**src/rtl/fetch_queue_unit.sv**
```systemverilog
`default_nettype none
// +--------------------------------------------------------------------------+
// | fetch_queue_unit: PC owner, single-outstanding fetch FSM, branch predict |
// | and circular instruction queue. BHT predictor built only if FETCH_BHT_EN.|
// | Rev 1.0                                                                  |
// +--------------------------------------------------------------------------+
module fetch_queue_unit #(
  parameter int unsigned IQ_DEPTH_LOG = 2,
  parameter int unsigned BHT_LOG      = 6,
  parameter logic [31:0] RESET_PC     = 32'h0
) (
  input  logic        clk_in,
  input  logic        rst_in,
  input  logic        rdy_in,
  output logic        mem_req_out,
  output logic [31:0] mem_addr_out,
  input  logic        mem_valid_in,
  input  logic [31:0] mem_inst_in,
  output logic        idle_to_dispatcher,
  output logic [31:0] inst_to_dispatcher,
  output logic [31:0] inst_pos_to_dispatcher,
  output logic        jump_predicted_to_dispatcher,
  output logic [31:0] rollback_pos_to_dispatcher,
  input  logic        stall_from_dispatcher,
  input  logic        rollback_flag_from_rob,
  input  logic [31:0] rollback_pos_from_rob,
  input  logic        bht_update_en_from_rob,
  input  logic [31:0] bht_update_pc_from_rob,
  input  logic        bht_taken_from_rob
);

  localparam int unsigned c_IQ_DEPTH  = 1 << IQ_DEPTH_LOG;
  localparam logic [6:0]  c_OP_JAL    = 7'b1101111;
  localparam logic [6:0]  c_OP_BRANCH = 7'b1100011;

  typedef enum logic [1:0] {
    S_REQ  = 2'd0,
    S_WAIT = 2'd1,
    S_DROP = 2'd2
  } state_t;

  state_t                r_state;
  logic [31:0]           r_pc;
  logic                  r_mem_req;
  logic [31:0]           r_q_inst [c_IQ_DEPTH];
  logic [31:0]           r_q_pos  [c_IQ_DEPTH];
  logic [31:0]           r_q_alt  [c_IQ_DEPTH];
  logic                  r_q_pred [c_IQ_DEPTH];
  logic [IQ_DEPTH_LOG-1:0] r_head;
  logic [IQ_DEPTH_LOG-1:0] r_tail;
  logic [IQ_DEPTH_LOG:0]   r_count;

  logic [31:0] w_imm_j;
  logic [31:0] w_imm_b;
  logic [31:0] w_pc_plus4;
  logic [31:0] w_pc_jal;
  logic [31:0] w_pc_br;
  logic [31:0] w_next_pc;
  logic [31:0] w_alt_pc;
  logic        w_pred;
  logic        w_bht_taken;
  logic        w_idle;
  logic        w_full;
  logic        w_push;
  logic        w_pop;

  assign w_imm_j    = {{12{mem_inst_in[31]}}, mem_inst_in[19:12], mem_inst_in[20],
                       mem_inst_in[30:21], 1'b0};
  assign w_imm_b    = {{20{mem_inst_in[31]}}, mem_inst_in[7], mem_inst_in[30:25],
                       mem_inst_in[11:8], 1'b0};
  assign w_pc_plus4 = r_pc + 32'd4;
  assign w_pc_jal   = r_pc + w_imm_j;
  assign w_pc_br    = r_pc + w_imm_b;

`ifdef FETCH_BHT_EN
  localparam int c_BHT_SIZE = 1 << BHT_LOG;

  logic [1:0]         r_bht [c_BHT_SIZE];
  logic [BHT_LOG-1:0] w_bht_rd_idx;
  logic [BHT_LOG-1:0] w_bht_wr_idx;
  logic               w_unused_upd_pc_bits;

  assign w_bht_rd_idx = r_pc[BHT_LOG+1:2];
  assign w_bht_wr_idx = bht_update_pc_from_rob[BHT_LOG+1:2];
  assign w_bht_taken  = r_bht[w_bht_rd_idx][1];
  assign w_unused_upd_pc_bits = ^{bht_update_pc_from_rob[31:BHT_LOG+2],
                                  bht_update_pc_from_rob[1:0]};

  // Lookup reads the pre-edge counter, so a same-index update is seen next time.
  always_ff @(posedge clk_in or negedge rst_in) begin
    if (!rst_in) begin
      for (int i = 0; i < c_BHT_SIZE; i++) begin
        r_bht[i] <= 2'b01;
      end
    end else if (rdy_in && bht_update_en_from_rob) begin
      if (bht_taken_from_rob) begin
        if (r_bht[w_bht_wr_idx] != 2'b11) begin
          r_bht[w_bht_wr_idx] <= r_bht[w_bht_wr_idx] + 2'b01;
        end
      end else if (r_bht[w_bht_wr_idx] != 2'b00) begin
        r_bht[w_bht_wr_idx] <= r_bht[w_bht_wr_idx] - 2'b01;
      end
    end
  end
`else
  logic w_unused_bht_inputs;

  assign w_bht_taken         = 1'b0;
  assign w_unused_bht_inputs = ^{bht_update_en_from_rob, bht_update_pc_from_rob,
                                 bht_taken_from_rob};
`endif

  always_comb begin
    w_pred    = 1'b0;
    w_next_pc = w_pc_plus4;
    w_alt_pc  = w_pc_plus4;
    if (mem_inst_in[6:0] == c_OP_JAL) begin
      w_pred    = 1'b1;
      w_next_pc = w_pc_jal;
    end else if (mem_inst_in[6:0] == c_OP_BRANCH) begin
      w_pred = w_bht_taken;
      if (w_bht_taken) begin
        w_next_pc = w_pc_br;
      end else begin
        w_alt_pc  = w_pc_br;
      end
    end
  end

  // Count never exceeds the depth, so its MSB alone marks a full queue.
  assign w_idle = (r_count != '0);
  assign w_full = r_count[IQ_DEPTH_LOG];
  assign w_push = rdy_in && !rollback_flag_from_rob && (r_state == S_WAIT) && mem_valid_in;
  assign w_pop  = rdy_in && !rollback_flag_from_rob && w_idle && !stall_from_dispatcher;

  always_ff @(posedge clk_in) begin
    if (w_push) begin
      r_q_inst[r_tail] <= mem_inst_in;
      r_q_pos[r_tail]  <= r_pc;
      r_q_alt[r_tail]  <= w_alt_pc;
      r_q_pred[r_tail] <= w_pred;
    end
  end

  always_ff @(posedge clk_in or negedge rst_in) begin
    if (!rst_in) begin
      r_state   <= S_REQ;
      r_pc      <= RESET_PC;
      r_mem_req <= 1'b0;
      r_head    <= '0;
      r_tail    <= '0;
      r_count   <= '0;
    end else if (rdy_in) begin
      if (rollback_flag_from_rob) begin
        r_head    <= '0;
        r_tail    <= '0;
        r_count   <= '0;
        r_pc      <= rollback_pos_from_rob;
        r_mem_req <= 1'b0;
        // A fetch still in flight must be swallowed before the new path starts.
        r_state   <= ((r_state != S_REQ) && !mem_valid_in) ? S_DROP : S_REQ;
      end else begin
        if (w_push) begin
          r_tail <= r_tail + 1'b1;
        end
        if (w_pop) begin
          r_head <= r_head + 1'b1;
        end
        if (w_push && !w_pop) begin
          r_count <= r_count + 1'b1;
        end else if (w_pop && !w_push) begin
          r_count <= r_count - 1'b1;
        end
        case (r_state)
          S_REQ: begin
            if (!w_full) begin
              r_mem_req <= 1'b1;
              r_state   <= S_WAIT;
            end
          end
          S_WAIT: begin
            if (mem_valid_in) begin
              r_pc      <= w_next_pc;
              r_mem_req <= 1'b0;
              r_state   <= S_REQ;
            end
          end
          S_DROP: begin
            if (mem_valid_in) begin
              r_state <= S_REQ;
            end
          end
          default: begin
            r_mem_req <= 1'b0;
            r_state   <= S_REQ;
          end
        endcase
      end
    end
  end

  assign mem_req_out                  = r_mem_req;
  assign mem_addr_out                 = r_pc;
  assign idle_to_dispatcher           = w_idle;
  assign inst_to_dispatcher           = w_idle ? r_q_inst[r_head] : 32'h0;
  assign inst_pos_to_dispatcher       = w_idle ? r_q_pos[r_head]  : 32'h0;
  assign rollback_pos_to_dispatcher   = w_idle ? r_q_alt[r_head]  : 32'h0;
  assign jump_predicted_to_dispatcher = w_idle && r_q_pred[r_head];

endmodule
`default_nettype wire

```
**config.mk**
```make
export PLATFORM = sky130hd
export DESIGN_NAME = fetch_queue_unit
export DESIGN_NICKNAME = d
export VERILOG_FILES = /design/src/rtl/fetch_queue_unit.sv
export SDC_FILE = /design/constraint.sdc
export NUM_CORES = 1
export LEC_CHECK = 0
export CORE_AREA = 10 10 216 197
export CTS_BUF_LIST = sky130_fd_sc_hd__clkbuf_2 sky130_fd_sc_hd__clkbuf_4 sky130_fd_sc_hd__clkbuf_8
export CTS_CLUSTER_SIZE = 28
export DETAILED_ROUTE_END_ITERATION = 8
export DIE_AREA = 0 0 226 207
export GPL_TIMING_DRIVEN = 0
export PLACE_DENSITY = 0.78
export SLEW_MARGIN = 30
export SYNTH_ARGS = -nofsm -noshare
export SYNTH_HDL_FRONTEND = slang
export SYNTH_SLANG_ARGS = --single-unit
```
**constraint.sdc**
```tcl
create_clock -name clk_in -period 11.2 [get_ports clk_in]
set_input_delay 2.24 -clock clk_in [delete_from_list [all_inputs] [get_ports clk_in]]
set_output_delay 2.24 -clock clk_in [all_outputs]
set_load 0.01 [all_outputs]
```
# --- Word-level counts from Yosys, hierarchy flattened ---
# Memory sizes are Yosys's and may differ from the RTL's.
# Cells that the tools add are included.
word_totals:
  ff_bits: 42
  ram_bits: 388
  n_memories: 4
memory_table:
  columns: ["name", "words", "width", "read_ports", "rd_ports_with_merged_regs", "write_ports", "line", "text"]
  rows:
  - ["r_q_alt", 4, 32, 1, 0, 1, "47", "logic [31:0] r_q_alt [c_IQ_DEPTH];"]
  - ["r_q_inst", 4, 32, 1, 0, 1, "45", "logic [31:0] r_q_inst [c_IQ_DEPTH];"]
  - ["r_q_pos", 4, 32, 1, 0, 1, "46", "logic [31:0] r_q_pos [c_IQ_DEPTH];"]
  - ["r_q_pred", 4, 1, 1, 0, 1, "48", "logic r_q_pred [c_IQ_DEPTH];"]
classes:
  n_mux: 28
  eq_ne: 8
  n_reduce_logical: 29
  add_sub_neg: 7
op_table:
  columns: ["operator", "count"]
  rows:
  - ["32-bit two-way mux", 9]
  - ["32-bit adder", 2]
  - ["32-bit by 3-bit adder with 32-bit output, second input constant", 1]
  - ["2-bit two-way mux", 8]
  - ["7-bit == test, second input constant", 2]
  - ["2-bit nonzero test", 5]
  - ["1-bit logical AND", 9]
  - ["3-bit two-way mux", 3]
  - ["1-bit two-way mux", 6]
  - ["3-bit != test, second input constant", 2]
  - ["2-bit AND reduction", 3]
  - ["3-bit AND reduction", 2]
  - ["3-bit nonzero test", 2]
  - ["1-bit logical NOT", 5]
  - ["2-bit by 1-bit adder with 2-bit output, second input constant", 2]
  - ["2-bit case mux with 2 select lines", 1]
  - ["4-bit AND reduction", 1]
  - ["3-bit by 1-bit adder with 3-bit output, second input constant", 1]
  - ["3-bit by 1-bit != test with 1-bit output, second input constant", 1]
  - ["1-bit case mux with 3 select lines", 1]
  - ["3-bit by 1-bit subtractor with 3-bit output, second input constant", 1]
  - ["2-bit by 1-bit == test with 1-bit output, second input constant", 1]
  - ["2-bit == test, second input constant", 1]
  - ["2-bit logical NOT", 1]
  - ["other kinds (2)", 2]

# --- Logic depth before layout (Yosys ltp) ---
# Gate-level depths: netlist of the first run.
logic_depth:
  ltp_word: 9
  mapped_depth: 11
  mapped_depth_nobuf: 11

# --- Least setup slack after synthesis of the first run ---
# OpenSTA, ideal clock, no wires.
synth_path:
  kind: "input-to-reg"
  start: "input port mem_valid_in"
  end: "memory r_q_alt[0][0] (enable)"
  required_time_ns: 10.734
  slack_ns: 5.707
  stages: 4
  arrival_time_ns: 5.028
  setup_ns: 0.466
  path_cell_list: "and2_1 > nand2_1 > nor2_1 > and2_1"
synth_between:
  elab_chain_cells: 3
synth_lines:
  columns: ["item", "line", "text"]
  rows:
  - ["start, declared", "17", "input logic mem_valid_in,"]
  - ["1-bit logical AND", "133", "assign w_push = rdy_in && !rollback_flag_from_rob && (r_state == S_WAIT) && mem_valid_in;"]
  - ["1-bit two-way mux", "137", "if (w_push) begin"]
  - ["1-bit two-way mux (not written as such)", "140", "r_q_alt[r_tail] <= w_alt_pc;"]
  - ["end, declared", "47", null]
# No other way between the ends.

# --- Final worst setup path of the first run ---
layout_path:
  start: "register r_head[1]"
  end: "output port rollback_pos_to_dispatcher[24]"
layout_between:
  elab_chain_cells: 2
layout_lines:
  columns: ["item", "line", "text"]
  rows:
  - ["start, declared", "49", "logic [IQ_DEPTH_LOG-1:0] r_head;"]
  - ["start signal, assigned", "167", "r_head <= r_head + 1'b1;"]
  - ["memory 4 x 32 bit", null, null]
  - ["32-bit two-way mux", "207", "assign rollback_pos_to_dispatcher = w_idle ? r_q_alt[r_head] : 32'h0;"]
  - ["end, declared", "23", "output logic [31:0] rollback_pos_to_dispatcher,"]
# No other way between the ends.

==> flow_summary.toml, run 1 <==
[outcome]
status = "complete, no violations"

[synthesis]
async_set_or_reset_register_ratio_after_synthesis_pct = 9.86
synthTopCellsByArea = "edfxtp_1, mux4_2, dfrtp_1, ha_1, nor2b_1"
ys_ff_latch = 426
yosysUniqueCellTypes = 84
synthesis.nets = 1589
synth-edff-count = 384
seq_area_frac_synth_pct = 61.1
yosys.cell_count.top_type = "edfxtp_1"
netlist.area_leader.share_pct = 56.0
netlist_instances = 1431
synth_warnings = 0
syn_area_um2 = 20600
yosys-top-cells-count = "edfxtp_1, nor2b_1, mux4_2"
post_synth.cell_area_avg_um2 = 14.4
yosysTopAreaCell = "edfxtp_1"
synthFlopType = "edfxtp_1"

[route]
drt-vias-per-instance = 6.07
drtPass1Iterations = 5
antenna_left = 0
routedWlPerCell_um = 24.7
routed_wirelength_um = 55700
routed_via_count = 13700
detailed_router_s_first_iteration_violation_count = 1445
drc = 0

[sta]
whs_ns = 0.587
layout_worst_path_cycle_share_pct = 55.4
drv_slew = 0
relative_slew_slack_pct = 35.9
post-route-min-period_ns = 6.20
setup_violations = 0
hold_viol = 0
worst_clock_skew_ns = 0.0231
tightest_slew_ns = 0.958
worst_slack_ns = 5.00
tns_ns = 0
rsz0062_at_grt = "false"
max_clock_freq_mhz = 161

[critical_path]
cp_num_cells = 6
crit_path_max_incr_delay_ns = 0.65
setup.worst_path.class = "reg2out"
critPathBufInv = 4
rr_worst_depth = 10
cp-start-kind = "register"
cp.required_ns = 8.96
critical_path.top_delay_family = "buffers and inverters"
crit_path_end_kind = "output port"
critical_path_arrival_ns = 3.96
critPathSlowestCell = "clkbuf_1"
worstPathCellList = "clkbuf_1 -> clkbuf_1 -> clkbuf_1 -> mux4_2 -> nor2b_1 -> clkdlybuf4s50_1"
critical_path_peak_fanout = 10
most_used_cell_along_the_critical_path = "clkbuf_1"

[cts]
cts.hold.buffers_added = 0
cts.sink_count = 426
cts.reportedPaths.clkPinSlew_ns = 0.06
cts_max_path_buffers = 3
clock_tree.root_cell = "clkbuf_8"
clock_latency_late_sink_ns = 0.61
post-cts-setup-buffers = 0
h-tree-depth = 3
ctsResizeCount = 0
cts_tree = "done"
cts_bufs_inserted = 70

[placed_design]
placed_cells_incl_taps = 2130
placement.setup.worst_slack_ns = 5.53
gp_congestion = 0.917
dp_hpwl_um = 39900
post_place_instance_area_um2 = 23400
numPortBuffers = 199

[layout]
finalNetCount = 1870
area_growth_pct = 21.1
finish.cell_count_without_fillers = 2260
layout-drive-gt1-share_pct = 16.2
postLayoutCellArea_um2 = 25000

[grt]
grt_pass1_vias = 13600
global_route_met3_utilization_pct = 5.28
grt_util_met2_pct = 37.1
grt-ovfl-total = 0
grt.met1_usage_pct = 31.5
first_pass_grt_wire_length_um = 84100
global_route.usage.total_pct = 23.5
global_route_hottest_layer = "met2"
antenna_found_initial = 1
grt_start_max_net_pins = 43

[power]
p_switching_mw = 1.87
powerDensity_nw_per_um2 = 226
ir_worst_vdd_uv = 119
sw_frac_of_total_pct = 33.3
internal-power_mw = 3.76
power.sequential.fraction_pct = 35.1
p_leak_nw = 8.53
combPwrFrac_pct = 39.3
power.clock.fraction_pct = 25.6

[floorplan]
initial_core_util_pct = 54.2
dieArea_um2 = 46800
core_area_um2 = 38000
die-height_um = 207
chipWidth_um = 226
fp-row-count = 68
boundaryPins = 235

[min_path]
min_path_type = "reg2reg"
hold_path_depth = 2

[run]
max_cap_viol_count = 0
-- final cells by class --
type                    count  area (um2)
fillers                  2761       13100
flip-flops and latches    426       12600
multi-input cells         899        7540
repair buffers            209        2200
clock buffers              99        1240
well taps                 490         613
plain buffers              80         403
clock inverters            30         274
inverters                  26        97.6
diodes                      1        2.50
-- routing by layer --
layer	part of all wire (%)	up-vias
met2	49	562
met5	0	-
li1	-	6120
met3	7.2	92
met1	41	6937
met4	3.1	0
-- logic make-up (layout without fill, tap and decap cells) --
| family | count (synthesis) | in the layout | synth area share [%] |
|---|---|---|---|
| DFF | 426 | 426 | 61.1 |
| and+or+nand+nor | 375 | 375 | 9.71 |
| AOI/OAI and AO/OA | 277 | 277 | 8.59 |
| muxes | 123 | 123 | 11.8 |
| buffers and inverters | 106 | 444 | 2.43 |
| xor gates and xnor gates | 70 | 70 | 3.01 |
| adders and majority gates | 54 | 54 | 3.39 |
| other | 0 | 1 | 0 |
-- flip-flops by register name, summed over array words and instances, names as in the netlist --
signal / cells
r_q_alt: 128
r_q_pos: 124
r_q_pred: 4
r_q_inst: 128
r_head: 2
r_count: 3
r_tail: 2
mem_req_out: 1
mem_addr_out: 32
r_state: 2
-- through the flow --
stage | power, mW | utilization, %
after floorplan | 3.26 | -
after global placement | 4.19 | 61.0
after detailed placement | 4.23 | 61.6
after CTS | 5.67 | 65.6
after global routing | 5.91 | 65.6
final | 5.63 | 65.6
-- worst reg2reg max path: cells and delay by family (launching register included) --
family	cells	cell delay [ns]
compound gates	6	1.50
xor+xnor	1	0.19
fa+ha+maj	1	0.50
buf+inv	1	0.31
flops	1	0.68
simple gates	1	0.18
-- path summary, 6_finish.rpt --
| check | to | slack [ns] | startpoint |
|---|---|---|---|
| worst max-delay path | rollback_pos_to_dispatcher[24] | 5.00 | r_head[1] |
| worst min-delay path | mem_req_out | 0.59 | mem_req_out |
| worst max register to register | r_q_alt[2][21] | 7.54 | mem_addr_out[2] |
| worst min register to register | mem_req_out | 0.59 | mem_req_out |
| max in group asynchronous | mem_addr_out[3] | 9.11 | rst_in |
| min in group asynchronous | mem_addr_out[31] | 1.62 | rst_in |
-- power groups by stage --
stage               combinational, mW  sequential, mW  clock (mW)
global placement                 2.18            2.00           0
finish                           2.21            1.97        1.44
global route                     2.38            1.98        1.54
CTS                              2.23            1.97        1.46
floorplan                        1.28            1.97           0
detailed placement               2.22            2.01           0
-- cells in the final DEF (no fill, tap or decap), drive strengths merged, types with 5 or more instances in the layout --
cell type	synthesis	routed
edfxtp	384	384
and3	11	11
a31oi	12	12
mux4	96	96
dfrtp	42	42
xnor2	46	46
nor4	8	8
nor3	18	18
o21ai	77	77
nand3	37	37
a22oi	5	5
nor2b	100	100
ha	51	51
clkinv	0	20
a221oi	5	5
clkbuf	54	153
a21o	26	26
nand2b	6	6
nand2	75	75
a211oi	13	13
bufinv	0	5
nor2	74	74
or3	10	10
clkdlybuf4s50	0	197
a21oi	80	80
o31ai	6	6
xor2	24	24
o22ai	12	12
o221ai	5	5
and2	11	11
inv	26	27
o211ai	8	8
mux2i	25	25
buf	25	37
nand4	13	13
(Power assumes the default switching activity.)
==> run 2: changes to the inputs <==
Settings changed: CORE_AREA 10 10 216 197 to 10 10 219 201, DIE_AREA 0 0 226 207 to 0 0 229 211.
Clock period 11.2 ns to 5.68 ns, I/O delays scaled along.
==> run 2 against run 1 <==
Compared with the run above: clock power grew 86%; count of clock-buffer cells in the layout shrank 2; final cell count grew 1.6%; register-to-register slack lost 5.5 ns; sequential cell count is the same; worst hold slack lost 0.072 ns; via count shrank 1.1%; first-iteration DRC count shrank 13%; die area grew 3.3%; wire length shrank 0.39%; clock skew grew 0.019 ns; design area shrank 0.30%; critical endpoint is now rollback_pos_to_dispatcher[0]; largest power group unchanged.
==> flow_summary.toml, run 2 (synthesis gave the netlist of run 1 again) <==
[outcome]
status = "complete, no violations"

[power]
combPwrFrac_pct = 39.7
ir_worst_vdd_uv = 227
power.sequential.fraction_pct = 35.7
power.clock.fraction_pct = 24.6
sw_frac_of_total_pct = 33.7
p_leak_nw = 8.48
p_switching_mw = 3.67
internal-power_mw = 7.23
powerDensity_nw_per_um2 = 438

[layout]
reg_top3 = "r_q_alt x128, r_q_inst x128, r_q_pos x124"
most_common_cell_after_layout_fill_and_taps_aside = "edfxtp_1"
multi_input_comb_area_um2 = 7550
commonest_cells_after_routing_fill_and_taps_aside = "edfxtp_1, clkdlybuf4s50_1, nor2b_1"
layout-drive-gt1-share_pct = 16.2
area.sequential_um2 = 12600
finalNetCount = 1869
area_growth_pct = 20.7
n_fill_cell = 2960

[sta]
worst_clock_skew_ns = 0.0417
tightest_slew_ns = 0.947
tns_ns = 0
relative_slew_slack_pct = 36.9
post-route-min-period_ns = 5.06
hold_viol = 0
setup_violations = 0
worst_slack_ns = 0.621
drv_slew = 0
layout_worst_path_cycle_share_pct = 89.1
max_clock_freq_mhz = 198
rsz0062_at_grt = "false"

[route]
drtPass1Iterations = 6
antenna_left = 0
drt-vias-per-instance = 5.91
drc = 0
routed_wirelength_um = 55500
routed_via_count = 13600
routedWlPerCell_um = 24.2
detailed_router_s_first_iteration_violation_count = 1261

[critical_path]
rr_worst_depth = 9
ff2ff_setup_slack_ns = 2.00
cp.required_ns = 4.54
worst_reg2reg_path_endpoint = "r_q_alt[3][27]"
critPathSlowestCell = "clkbuf_1"
cp-start-kind = "register"
setup.worst_path.class = "reg2out"
critical_path_peak_fanout = 10
critPathBufInv = 5
critical_path_arrival_ns = 3.92
crit_path_max_incr_delay_ns = 0.69
worstPathCellList = "nor3_2 -> buf_4 -> clkbuf_1 -> clkbuf_1 -> nor2b_1 -> buf_4 -> clkdlybuf4s50_1"
critical_path.top_delay_family = "buffers and inverters"
crit_path_end_kind = "output port"
timing.rr.start = "mem_addr_out[2]"

[grt]
grt-ovfl-total = 0
grt_pass1_vias = 13700
global_route.usage.total_pct = 22.4
grt_start_max_net_pins = 43
antenna_found_initial = 1
first_pass_grt_wire_length_um = 82900

[cts]
cts_bufs_inserted = 70
ctsResizeCount = 0
clock_latency_late_sink_ns = 0.63
cts.sink_count = 426
cts_tree = "done"
cts.reportedPaths.clkPinSlew_ns = 0.06
cts_max_path_buffers = 3
clock_tree.root_cell = "clkbuf_8"
post-cts-setup-buffers = 0
h-tree-depth = 3
cts.hold.buffers_added = 0

[floorplan]
fp-row-count = 69
boundaryPins = 235
die-height_um = 211
initial_core_util_pct = 52.6
chipWidth_um = 229
dieArea_um2 = 48300
core_area_um2 = 39200

[min_path]
min_path_type = "in2async"

[placed_design]
placement.setup.worst_slack_ns = 1.21
gp_congestion = 0.917
dp_hpwl_um = 39700
numPortBuffers = 199

[run]
max_cap_viol_count = 0
[run 2: cell count changes in the layout (fill, tap and decap cells not counted)]
| cell | delta |
|---|---|
| a21boi_1 | -1 |
| a21boi_2 | +1 |
| buf_12 | +1 |
| buf_16 | -1 |
| buf_4 | -1 |
| bufinv_16 | -3 |
| clkbuf_8 | -2 |
| clkinv_1 | -5 |
| clkinv_2 | +6 |
| clkinv_4 | -1 |
[run 2: worst max path at each step]
stage	start	cells after the start	slack (ns)	to
after floorplan	mem_valid_in	4	1.29	r_q_alt[0][0]
after global placement	mem_valid_in	5	-1.31	r_q_pos[0][31]
after detailed placement	r_count[0]	6	1.21	rollback_pos_to_dispatcher[11]
after CTS	r_count[2]	6	0.54	rollback_pos_to_dispatcher[11]
after global routing	r_count[2]	6	0.45	rollback_pos_to_dispatcher[2]
final	r_count[2]	7	0.62	rollback_pos_to_dispatcher[0]
[run 2: cell type report]
type,count,share of cell area (%)
Antenna cell,1,0.0101
Buffer,80,1.62
Clock buffer,97,4.86
Clock inverter,27,0.749
Inverter,26,0.392
Multi-Input combinational cell,899,30.3
Sequential cell,426,50.6
Tap cell,532,2.68
Timing Repair Buffer,208,8.77
[run 2: metrics by stage]
step,util [%],power [mW],hold slack [ns],instance area [um2],instances
after floorplan,-,6.42,0.472,20600,1431
after global placement,59.4,8.25,0.493,23300,2162
after detailed placement,59.9,8.32,0.522,23500,2171
after CTS,63.5,11.0,0.493,24900,2295
after global routing,63.5,11.4,0.522,24900,2295
final,63.5,10.9,0.514,24900,2296
[run 2: worst register-to-register path, cell delays in order, from the launching register on]
cell and delay (ns):
dfrtp_1 0.69, inv_1 0.31, fa_1 0.53, nand2b_1 0.19, a21oi_1 0.24, o21ba_2 0.23, o211ai_1 0.12, o211ai_1 0.17
a31oi_1 0.30, a211oi_1 0.59
[run 2: power by group through the flow]
stage | clock network (mW) | registers [mW] | logic (mW)
6_report | 2.68 | 3.89 | 4.33
5_1_grt | 2.86 | 3.91 | 4.66
4_1_cts | 2.73 | 3.89 | 4.38
3_5_place_dp | 0 | 3.95 | 4.36
3_3_place_gp | 0 | 3.95 | 4.30
2_1_floorplan | 0 | 3.89 | 2.53
[run 2: metal layers]
metal  GRT usage, %  vias up  wire [um]
met5              0        -          7
met4           7.03        2       1340
met3           5.52       93       3820
met2           36.6      522      27300
met1           29.4     6829      23100
li1               -     6120          -
==> run 3: changes to the inputs <==
Settings changed: PLACE_DENSITY 0.78 to 0.87, SKIP_CTS_REPAIR_TIMING from default to 1.
==> run 3 against run 2 <==
Compared with the run above: global-route usage up 0.45 points; sequential cell count stayed put; via count increased by 1.2%; sequential share of layout area is 0.22 points lower; clock power up 4%; critical endpoint is now rollback_pos_to_dispatcher[26]; highest routed layer is now met4; total power increased by 1.5%; non-clock buffer count rose by 2; utilization up 0.27 points.
==> flow_summary.toml, run 3 (synthesis gave the netlist of run 1 again) <==
[critical_path]
setup.worst_path.class = "reg2out"
worstPathCellList = "clkbuf_1 -> clkbuf_1 -> clkbuf_1 -> mux4_2 -> nor2b_1 -> clkdlybuf4s50_1"
cp.required_ns = 4.54
crit_path_max_incr_delay_ns = 0.68
critical_path_peak_fanout = 10
most_used_cell_along_the_critical_path = "clkbuf_1"
crit_path_end_kind = "output port"
critical_path_arrival_ns = 3.95
cp-start-kind = "register"
ff2ff_setup_slack_ns = 2.14
critPathSlowestCell = "clkbuf_1"

[power]
p_leak_nw = 8.54
ir_worst_vdd_uv = 259
powerDensity_nw_per_um2 = 443
design_power_mw = 11.1

[placed_design]
dp_hpwl_um = 40000
numPortBuffers = 199
gp_congestion = 0.917
post_place_instance_area_um2 = 23500
placement.setup.worst_slack_ns = 1.24

[sta]
layout_worst_path_cycle_share_pct = 89.6
setup_violations = 0
post-route-min-period_ns = 5.09
worst_clock_skew_ns = 0.0230
max_clock_freq_mhz = 197
drv_slew = 0
tns_ns = 0
tightest_slew_ns = 0.979
worst_slack_ns = 0.593
relative_slew_slack_pct = 34.7
rsz0062_at_grt = "false"
hold_viol = 0

[cts]
cts.sink_count = 426
cts.reportedPaths.clkPinSlew_ns = 0.07
cts_bufs_inserted = 71
clock_tree.root_cell = "clkbuf_8"
cts_tree = "done"
cts_max_path_buffers = 3
clock_latency_late_sink_ns = 0.61
h-tree-depth = 3

[route]
drtPass1Iterations = 5
detailed_router_s_first_iteration_violation_count = 1436
drc = 0
routed_wirelength_um = 56000
routed_via_count = 13700
drt-vias-per-instance = 5.97
routedWlPerCell_um = 24.4
antenna_left = 0

[floorplan]
fp-row-count = 69
core_area_um2 = 39200
dieArea_um2 = 48300
initial_core_util_pct = 52.6
boundaryPins = 235
chipWidth_um = 229
die-height_um = 211

[layout]
postLayoutCellArea_um2 = 25000
finalNetCount = 1872
antennaDiodeCount = 0
layout-drive-gt1-share_pct = 16.5
reg_top3 = "r_q_alt x128, r_q_inst x128, r_q_pos x124"
finalCoreUtilization_pct = 63.7
area_growth_pct = 21.2
most_common_cell_after_layout_fill_and_taps_aside = "edfxtp_1"
commonest_cells_after_routing_fill_and_taps_aside = "edfxtp_1, clkdlybuf4s50_1, nor2b_1"

[grt]
global_route.usage.total_pct = 22.9
grt_pass1_vias = 13700
antenna_found_initial = 0
first_pass_grt_wire_length_um = 84600
grt_start_max_net_pins = 43
grt-ovfl-total = 0

[min_path]
min_path_type = "in2async"

[run]
max_cap_viol_count = 0

[outcome]
status = "complete, no violations"
==> run 3: report_power, final <==
group          total [mW]  leakage, nW  internal, mW  switching (mW)
Sequential           3.89         3.98          3.66           0.232
Combinational        4.37         3.78          2.11            2.26
Clock                2.80        0.777          1.60            1.20
==> run 3: stage by stage <==
step           cells  hold WS (ns)
6_report        2300         0.529
5_1_grt         2300         0.533
4_1_cts         2300         0.514
3_5_place_dp    2173         0.534
3_3_place_gp    2162         0.509
2_1_floorplan   1431         0.472
==> run 3: critical path: cells and delay by family, from the launching register on <==
kind	cells	cell delay, ns
flip-flops	1	0.34
buffers and inverters	4	2.43
multiplexers	1	0.37
AND/OR/NAND/NOR	1	0.19
==> run 3: routing by layer <==
metal | wire length [um] | global-route usage [%]
met3 | 4570 | 5.29
met1 | 22800 | 30.0
met2 | 27100 | 37.5
met4 | 1540 | 7.07
met5 | 0 | 0
==> run 3: final timing paths <==
check                                startpoint                             end  depth (start not counted)
worst max-delay path                  r_head[1]  rollback_pos_to_dispatcher[26]                          6
worst min-delay path                     rst_in                mem_addr_out[29]                          1
worst max register to register  mem_addr_out[2]                  r_q_alt[3][21]                         10
worst min register to register       r_count[0]                      r_count[0]                          1
max in group asynchronous                rst_in                 mem_addr_out[5]                          1
min in group clk_in                  r_count[0]                      r_count[0]                          1
==> run 3: final cells by class <==
cell class,instances,area [um2]
Timing Repair Buffer,210,2220
Tap cell,532,666
Clock buffer,97,1200
Buffer,80,403
Clock inverter,30,275
Sequential cell,426,12600
Fill cell,2898,14200
Inverter,26,97.6
Multi-Input combinational cell,899,7540
